`src/rtl/vga_timing_gen.sv`:
```
// 640x480@60 Hz raster timing generator: pixel position, syncs, active flag,
// frame markers, a look-ahead memory fetch position and a per-N-frame game tick.
module vga_timing_gen #(
    parameter int H_ACTIVE = 640,
    parameter int H_FP     = 16,
    parameter int H_SYNC   = 96,
    parameter int H_BP     = 48,
    parameter int V_ACTIVE = 480,
    parameter int V_FP     = 10,
    parameter int V_SYNC   = 2,
    parameter int V_BP     = 33,
    parameter int LEAD     = 2,
    parameter int TICK_DIV = 8
) (
    input  logic       clk,
    input  logic       reset,
    output logic [9:0] col,
    output logic [9:0] row,
    output logic       HSync,
    output logic       VSync,
    output logic       active,
    output logic       frame_start,
    output logic [9:0] fetch_col,
    output logic [9:0] fetch_row,
    output logic       re,
    output logic       game_tick
);

    localparam int H_TOTAL = H_ACTIVE + H_FP + H_SYNC + H_BP;
    localparam int V_TOTAL = V_ACTIVE + V_FP + V_SYNC + V_BP;
    localparam int TW      = (TICK_DIV > 1) ? $clog2(TICK_DIV) : 1;

    localparam logic [9:0] H_LAST   = 10'(H_TOTAL - 1);
    localparam logic [9:0] V_LAST   = 10'(V_TOTAL - 1);
    localparam logic [9:0] H_ACT    = 10'(H_ACTIVE);
    localparam logic [9:0] V_ACT    = 10'(V_ACTIVE);
    localparam logic [9:0] HS_START = 10'(H_ACTIVE + H_FP);
    localparam logic [9:0] HS_END   = 10'(H_ACTIVE + H_FP + H_SYNC);
    localparam logic [9:0] VS_START = 10'(V_ACTIVE + V_FP);
    localparam logic [9:0] VS_END   = 10'(V_ACTIVE + V_FP + V_SYNC);
    localparam logic [9:0] LEAD_COL = 10'(LEAD);
    localparam logic [TW-1:0] TICK_LAST = TW'(TICK_DIV - 1);

    function automatic logic hsyncLevel(input logic [9:0] c);
        return !((c >= HS_START) && (c < HS_END));
    endfunction

    function automatic logic vsyncLevel(input logic [9:0] r);
        return !((r >= VS_START) && (r < VS_END));
    endfunction

    function automatic logic isActive(input logic [9:0] c, input logic [9:0] r);
        return (c < H_ACT) && (r < V_ACT);
    endfunction

    logic [9:0]    col_q, col_d, row_q, row_d;
    logic [9:0]    fetchCol_q, fetchCol_d, fetchRow_q, fetchRow_d;
    logic          hsync_q, hsync_d, vsync_q, vsync_d;
    logic          active_q, active_d, re_q, re_d;
    logic          frameStart_q, frameStart_d, gameTick_q, gameTick_d;
    logic [TW-1:0] tickCnt_q, tickCnt_d;
    logic          colWrap, fetchWrap, vblankStart, tickWrap;

    // Flags decode the counters' next values so they line up with the registered position.
    always_comb begin
        colWrap    = (col_q == H_LAST);
        col_d      = colWrap ? 10'd0 : col_q + 10'd1;
        row_d      = row_q;
        if (colWrap) begin
            row_d = (row_q == V_LAST) ? 10'd0 : row_q + 10'd1;
        end

        fetchWrap  = (fetchCol_q == H_LAST);
        fetchCol_d = fetchWrap ? 10'd0 : fetchCol_q + 10'd1;
        fetchRow_d = fetchRow_q;
        if (fetchWrap) begin
            fetchRow_d = (fetchRow_q == V_LAST) ? 10'd0 : fetchRow_q + 10'd1;
        end

        hsync_d      = hsyncLevel(col_d);
        vsync_d      = vsyncLevel(row_d);
        active_d     = isActive(col_d, row_d);
        re_d         = isActive(fetchCol_d, fetchRow_d);
        frameStart_d = (col_d == 10'd0) && (row_d == 10'd0);

        vblankStart = (col_d == 10'd0) && (row_d == V_ACT);
        tickWrap    = (tickCnt_q == TICK_LAST);
        tickCnt_d   = tickCnt_q;
        gameTick_d  = 1'b0;
        if (vblankStart) begin
            tickCnt_d  = tickWrap ? '0 : tickCnt_q + TW'(1);
            gameTick_d = tickWrap;
        end
    end

    always_ff @(posedge clk) begin
        if (reset) begin
            col_q        <= 10'd0;
            row_q        <= 10'd0;
            fetchCol_q   <= LEAD_COL;
            fetchRow_q   <= 10'd0;
            hsync_q      <= hsyncLevel(10'd0);
            vsync_q      <= vsyncLevel(10'd0);
            active_q     <= isActive(10'd0, 10'd0);
            re_q         <= isActive(LEAD_COL, 10'd0);
            frameStart_q <= 1'b0;
            gameTick_q   <= 1'b0;
            tickCnt_q    <= '0;
        end else begin
            col_q        <= col_d;
            row_q        <= row_d;
            fetchCol_q   <= fetchCol_d;
            fetchRow_q   <= fetchRow_d;
            hsync_q      <= hsync_d;
            vsync_q      <= vsync_d;
            active_q     <= active_d;
            re_q         <= re_d;
            frameStart_q <= frameStart_d;
            gameTick_q   <= gameTick_d;
            tickCnt_q    <= tickCnt_d;
        end
    end

    assign col         = col_q;
    assign row         = row_q;
    assign fetch_col   = fetchCol_q;
    assign fetch_row   = fetchRow_q;
    assign HSync       = hsync_q;
    assign VSync       = vsync_q;
    assign active      = active_q;
    assign re          = re_q;
    assign frame_start = frameStart_q;
    assign game_tick   = gameTick_q;

endmodule

```
`config.mk`:
```
export PLATFORM = sky130hd
export DESIGN_NAME = vga_timing_gen
export DESIGN_NICKNAME = d
export VERILOG_FILES = /design/src/rtl/vga_timing_gen.sv
export SDC_FILE = /design/constraint.sdc
export NUM_CORES = 1
export LEC_CHECK = 0
export ABC_AREA = 1
export CORE_ASPECT_RATIO = 1.2
export CORE_MARGIN = 2
export CORE_UTILIZATION = 55
export DETAILED_ROUTE_END_ITERATION = 10
export DONT_BUFFER_PORTS = 1
export PLACE_DENSITY = 0.71
export SYNTH_ARGS = -nofsm -noshare
export SYNTH_HDL_FRONTEND = slang
export SYNTH_SLANG_ARGS = --single-unit
```
`constraint.sdc`:
```
create_clock -name clk -period 1.85 [get_ports clk]
set_clock_uncertainty 0.1 [all_clocks]
set_input_delay 0.555 -clock clk [delete_from_list [all_inputs] [get_ports clk]]
set_output_delay 0.555 -clock clk [all_outputs]
set_load 0.02 [all_outputs]
```
; ---- Word level (Yosys, flattened, before mapping)
; Cells that the tools add are included.
[op_classes]
n_eq_ne = 6
reduce_logical = 11
bitwise = 1
order_cmp = 8
mux = 7
n_addsub = 5
[ops]
columns = operator, count
row1 = $mux 10, 6
row2 = $add 10x1->10 const B, 4
row3 = $eq 10x10->1 const B, 4
row4 = $lt 10x10->1 const B, 3
row5 = $lt 10x9->1 const B, 3
row6 = $logic_not 10->1, 2
row7 = $eq 10x9->1 const B, 1
row8 = $ge 10x10->1 const B, 1
row9 = $ge 10x9->1 const B, 1
row10 = $logic_and 1x1->1, 6
row11 = $add 3x1->3 const B, 1
row12 = $eq 3x3->1 const B, 1
row13 = $mux 3, 1
row14 = $logic_not 1->1, 2
row15 = $reduce_or 2->1, 1
row16 = $not 1->1, 1
[totals]
output_inout_bits = 46
input_bits = 2
regBits = 49
word_cells = 49

; ---- Longest topological paths before layout
[depth]
word_depth = 7
ltp_mapped = 15
depth_no_buf = 15

; ---- Worst setup path after synthesis
; No wires, ideal clock.
[synth_timing]
kind = register to register
start = register col_q[0], in the netlist col[0]
end = register tickCnt_q[0]
setup_slack_ns = -0.217
stages_incl_launch_ff = 14
required_time_ns = 1.637
t_arrival_ns = 1.854
path_cell_list = dfxtp_1 > ha_1 > nand2_2 > nor2_8 > nand3_4 > buf_6 > nand2_1 > nand2_1 > nor2_2 > nand3_1 > nor2_1 > nand2_1 > nor2_1 > nor2_1
[synth_via]
elab_chain_cells = 4
[synth_lines]
columns = item, line_no
row1 = "start, declared", 56  ; logic [9:0] col_q, col_d, row_q, row_d;
row2 = "start signal, assigned", 110  ; col_q <= col_d;
row3 = $add 10x1->10 / $eq 10x10->1 (equally long branches), "67, 66"
row4 = "$mux 10, on equally long branches", "67, 69"
row5 = $logic_not 10->1 / $eq 10x9->1 (equally long branches), 86  ; vblankStart = (col_d == 10'd0) && (row_d == V_ACT);
row6 = $logic_and 1x1->1 *, 86
row7 = "end signal, assigned", 120  ; tickCnt_q <= tickCnt_d;
row8 = "end, declared", 61  ; logic [TW-1:0] tickCnt_q, tickCnt_d;
; Mark *: on every way between the ends. The rest lies on a longest branch, timed or not.
; A chain may end at the register's enable or synchronous reset.

; ---- Final worst setup path
[layout_timing]
start = register col_q[0], in the netlist col[0]
end = register tickCnt_q[1]
; Same word-level chain as after synthesis.

==> results.ini <==
[synthesis]
syn-instance-count=430
synth_top_family_by_area=simple AND/OR/NAND/NOR gates
synth_compound_area_frac=0.0649
synth_top_area_frac=0.337
synth_mux_area_frac=0
yosysWarnings=0
synth_fa_ha_area_frac=0.0387
synth_seq_cells=49
yosys.area_share.simple=0.446
yosysTopAreaCell=dfxtp_1
synth.area.top_cells=dfxtp_1 34%, nand2_1 13%, nor2_1 8.1%, inv_1 7.1%, nand3_1 5.2%
yosysSeqAreaShare=0.337
synth-main-ff-cell=dfxtp_1
synth_nets=441
netlist_area_um2=2910
syn_area_per_cell_um2=6.77
synth_xor_area_frac=0.0211
synth-edff-count=0
yosys.cell_types.count=36
synthArstFlopShare=0

[die]
io_pins=48
dieHeight_um=83.7
die_x_um=70.4
initial_core_util=0.561
num_rows=29
design.core.area_um2=5190
die-area_um2=5890

[sta]
report.final.slew_viol_count=0
hold_viol=0
worst_slack_ns=-0.130
timing.final.crit_share=1.07
setup_viol_count_final=6
fin_setup_tns_ns=-0.612
slew_headroom=0.756
period_needed_ns=1.98
rsz0062_at_grt=yes
worstMarginPinSlew_ns=0.363
max_freq_mhz=505

[drt]
wirelength_um=7660
vias=3054
drtPass1Iterations=5
wl_per_cell_um=13.4
dr.first_iter.drc_count=212
antenna_left=0
vias_per_cell=5.35
drc=0

[grt]
grt_max_degree=32
track_usage=0.253
use_met1=0.297
grt_pass1_wl_um=12000
use_met3=0.0556
busiest_layer=met2
first_global_vias=2816
met2_usage=0.440
antenna_found_initial=0
gr-total-overflow=0

[place]
portBuffers=0
gp_congestion=0.926
place_hpwl_um=5310
placed_cells=550

[critical_path]
r2r_start=col[0]
worstPathMaxFanout=7
critPathLaunchType=flip-flop
worstSetupPathType=flip-flop to flip-flop
worstSetupEndpointType=flip-flop
cp.arrival_ns=2.09
worstPathRequired_ns=1.96
startpoint=col[0]

[cts]
cts_tree=yes
cts_buffer_depth=2
clock_latency_ns=0.30
htree_levels=2
cts_sinks=49
cts_buffers=5
clk_pin_slew_ns=0.09
hold_buffers=0
root_buffer=clkbuf_8

[power_and_ir_drop]
ir_worst_vdd_mv=0.483
power.static_leakage_nw=1.79
power.density_nw_per_um2=476

[finish]
fin_nets=519
fillCellCount=405
synthToLayoutAreaGrowth_pct=32.1
stdcell_count=571
multiInputGateArea_um2=1860
ff_latch_area_um2=1000
layout-drive-gt1-share=0.342
insertedDiodeCount=0

[worst_hold_path]
min_from=reset
worstHoldPathType=input port to flip-flop

[run_status]
violations=setup timing
status=finished with violations

[flow_run]
maxCapViolations=0

-- cells in the final DEF (no fill, tap or decap), types with 5 or more instances in the layout --
cell type / n
clkbuf_8: 5
nand2_2: 23
inv_2: 8
inv_1: 52
ha_1: 6
nand2_1: 88
nand3_1: 26
o21bai_1: 5
nand3_2: 11
xor2_1: 6
o21ai_0: 8
nor2_2: 9
nand4_1: 13
dfxtp_1: 40
dfxtp_2: 6
nor2_1: 56
nor2_4: 10
buf_4: 72
nor3_1: 9
a21oi_1: 5
-- power breakdown --
group | internal [mW] | switching, mW
combinational | 0.0477 | 0.0621
sequential | 1.07 | 0.0154
clock | 0.269 | 0.367
total | 1.38 | 0.445
-- sequential cells by signal (all words and copies together), names as in the netlist --
| name | count |
|---|---|
| re | 1 |
| fetch_col | 10 |
| HSync | 1 |
| tickCnt_q | 3 |
| VSync | 1 |
| col | 10 |
| fetch_row | 10 |
| row | 10 |
| active | 1 |
| frame_start | 1 |
| game_tick | 1 |
-- layer usage --
metal / up-vias / wire length [µm] / share of wire
met5: - / 0 / 0
met4: 0 / 242 / 0.032
met3: 22 / 507 / 0.066
met2: 100 / 3790 / 0.49
met1: 1395 / 3120 / 0.41
li1: 1537 / - / -
-- final cells by class --
cell class	count	share of cell area
timing repair buffer	76	0.152
clock inverter	2	0.00326
inverter	62	0.0609
clock buffer	6	0.0189
tap	62	0.0202
multi-input combinational	314	0.484
sequential	49	0.260
-- synth_stat cells (2+ instances only) --
cell type / number
nor2_4: 4
nor4_1: 5
clkinv_1: 2
o21ai_1: 2
nor2_8: 2
nand2_1: 101
dfxtp_1: 49
nand3_2: 8
o21bai_1: 6
nand3_1: 30
o21ai_0: 11
nand2_2: 12
clkbuf_1: 2
nand3b_1: 2
inv_1: 55
xor2_1: 6
nor3b_1: 4
nor2_1: 63
ha_1: 9
inv_2: 5
nor3_1: 12
a31oi_1: 2
a21oi_1: 5
nor2_2: 8
a31o_2: 2
nand4_1: 13
-- what timing repair did --
action,in CTS,in global routing
buffers inserted,4,9
pin swaps,7,20
setup endpoints to repair,8,14
resized for setup,14,44
cloned,1,0
-- cells by family after synthesis --
| family | count (synthesis) |
|---|---|
| xor+xnor | 7 |
| compound gates | 31 |
| simple gates | 266 |
| fa+ha+maj | 9 |
| flops | 49 |
| buf+inv | 68 |
-- worst paths after layout --
kind | cells after the start | slack [ns] | to
hold reg to reg | 2 | 0.41 | tickCnt_q[2]
setup reg to reg | 14 | -0.13 | tickCnt_q[1]
setup / recovery | 14 | -0.13 | tickCnt_q[1]
hold / removal | 1 | 0.20 | col[1]
-- worst max-delay path: stages (launching register included) --
cell	delay, ns
dfxtp_4	0.37
ha_4	0.14
nand2_4	0.07
nor2_8	0.16
nand3_4	0.18
buf_4	0.19
buf_6	0.11
nand2_1	0.07
nand2_2	0.09
nand3_2	0.09
clkinv_2	0.08
nand3_2	0.08
nor2_2	0.04
nor2_1	0.09
nor2_1	0.06
-- per-stage QoR --
step / instance area, µm² / power (mW) / utilization / worst slack, ns / hold slack [ns]
finish: 3840 / 1.83 / 0.741 / -0.130 / 0.201
global route: 3840 / 1.88 / 0.741 / -0.316 / 0.187
CTS: 3630 / 1.83 / 0.700 / -0.0970 / 0.194
detailed placement: 3470 / 1.20 / 0.668 / -0.135 / 0.395
global placement: 3470 / 1.19 / 0.668 / -0.0569 / 0.389
floorplan: 2940 / 1.17 / - / 0.00204 / 0.359
(Power assumes the default switching activity.)
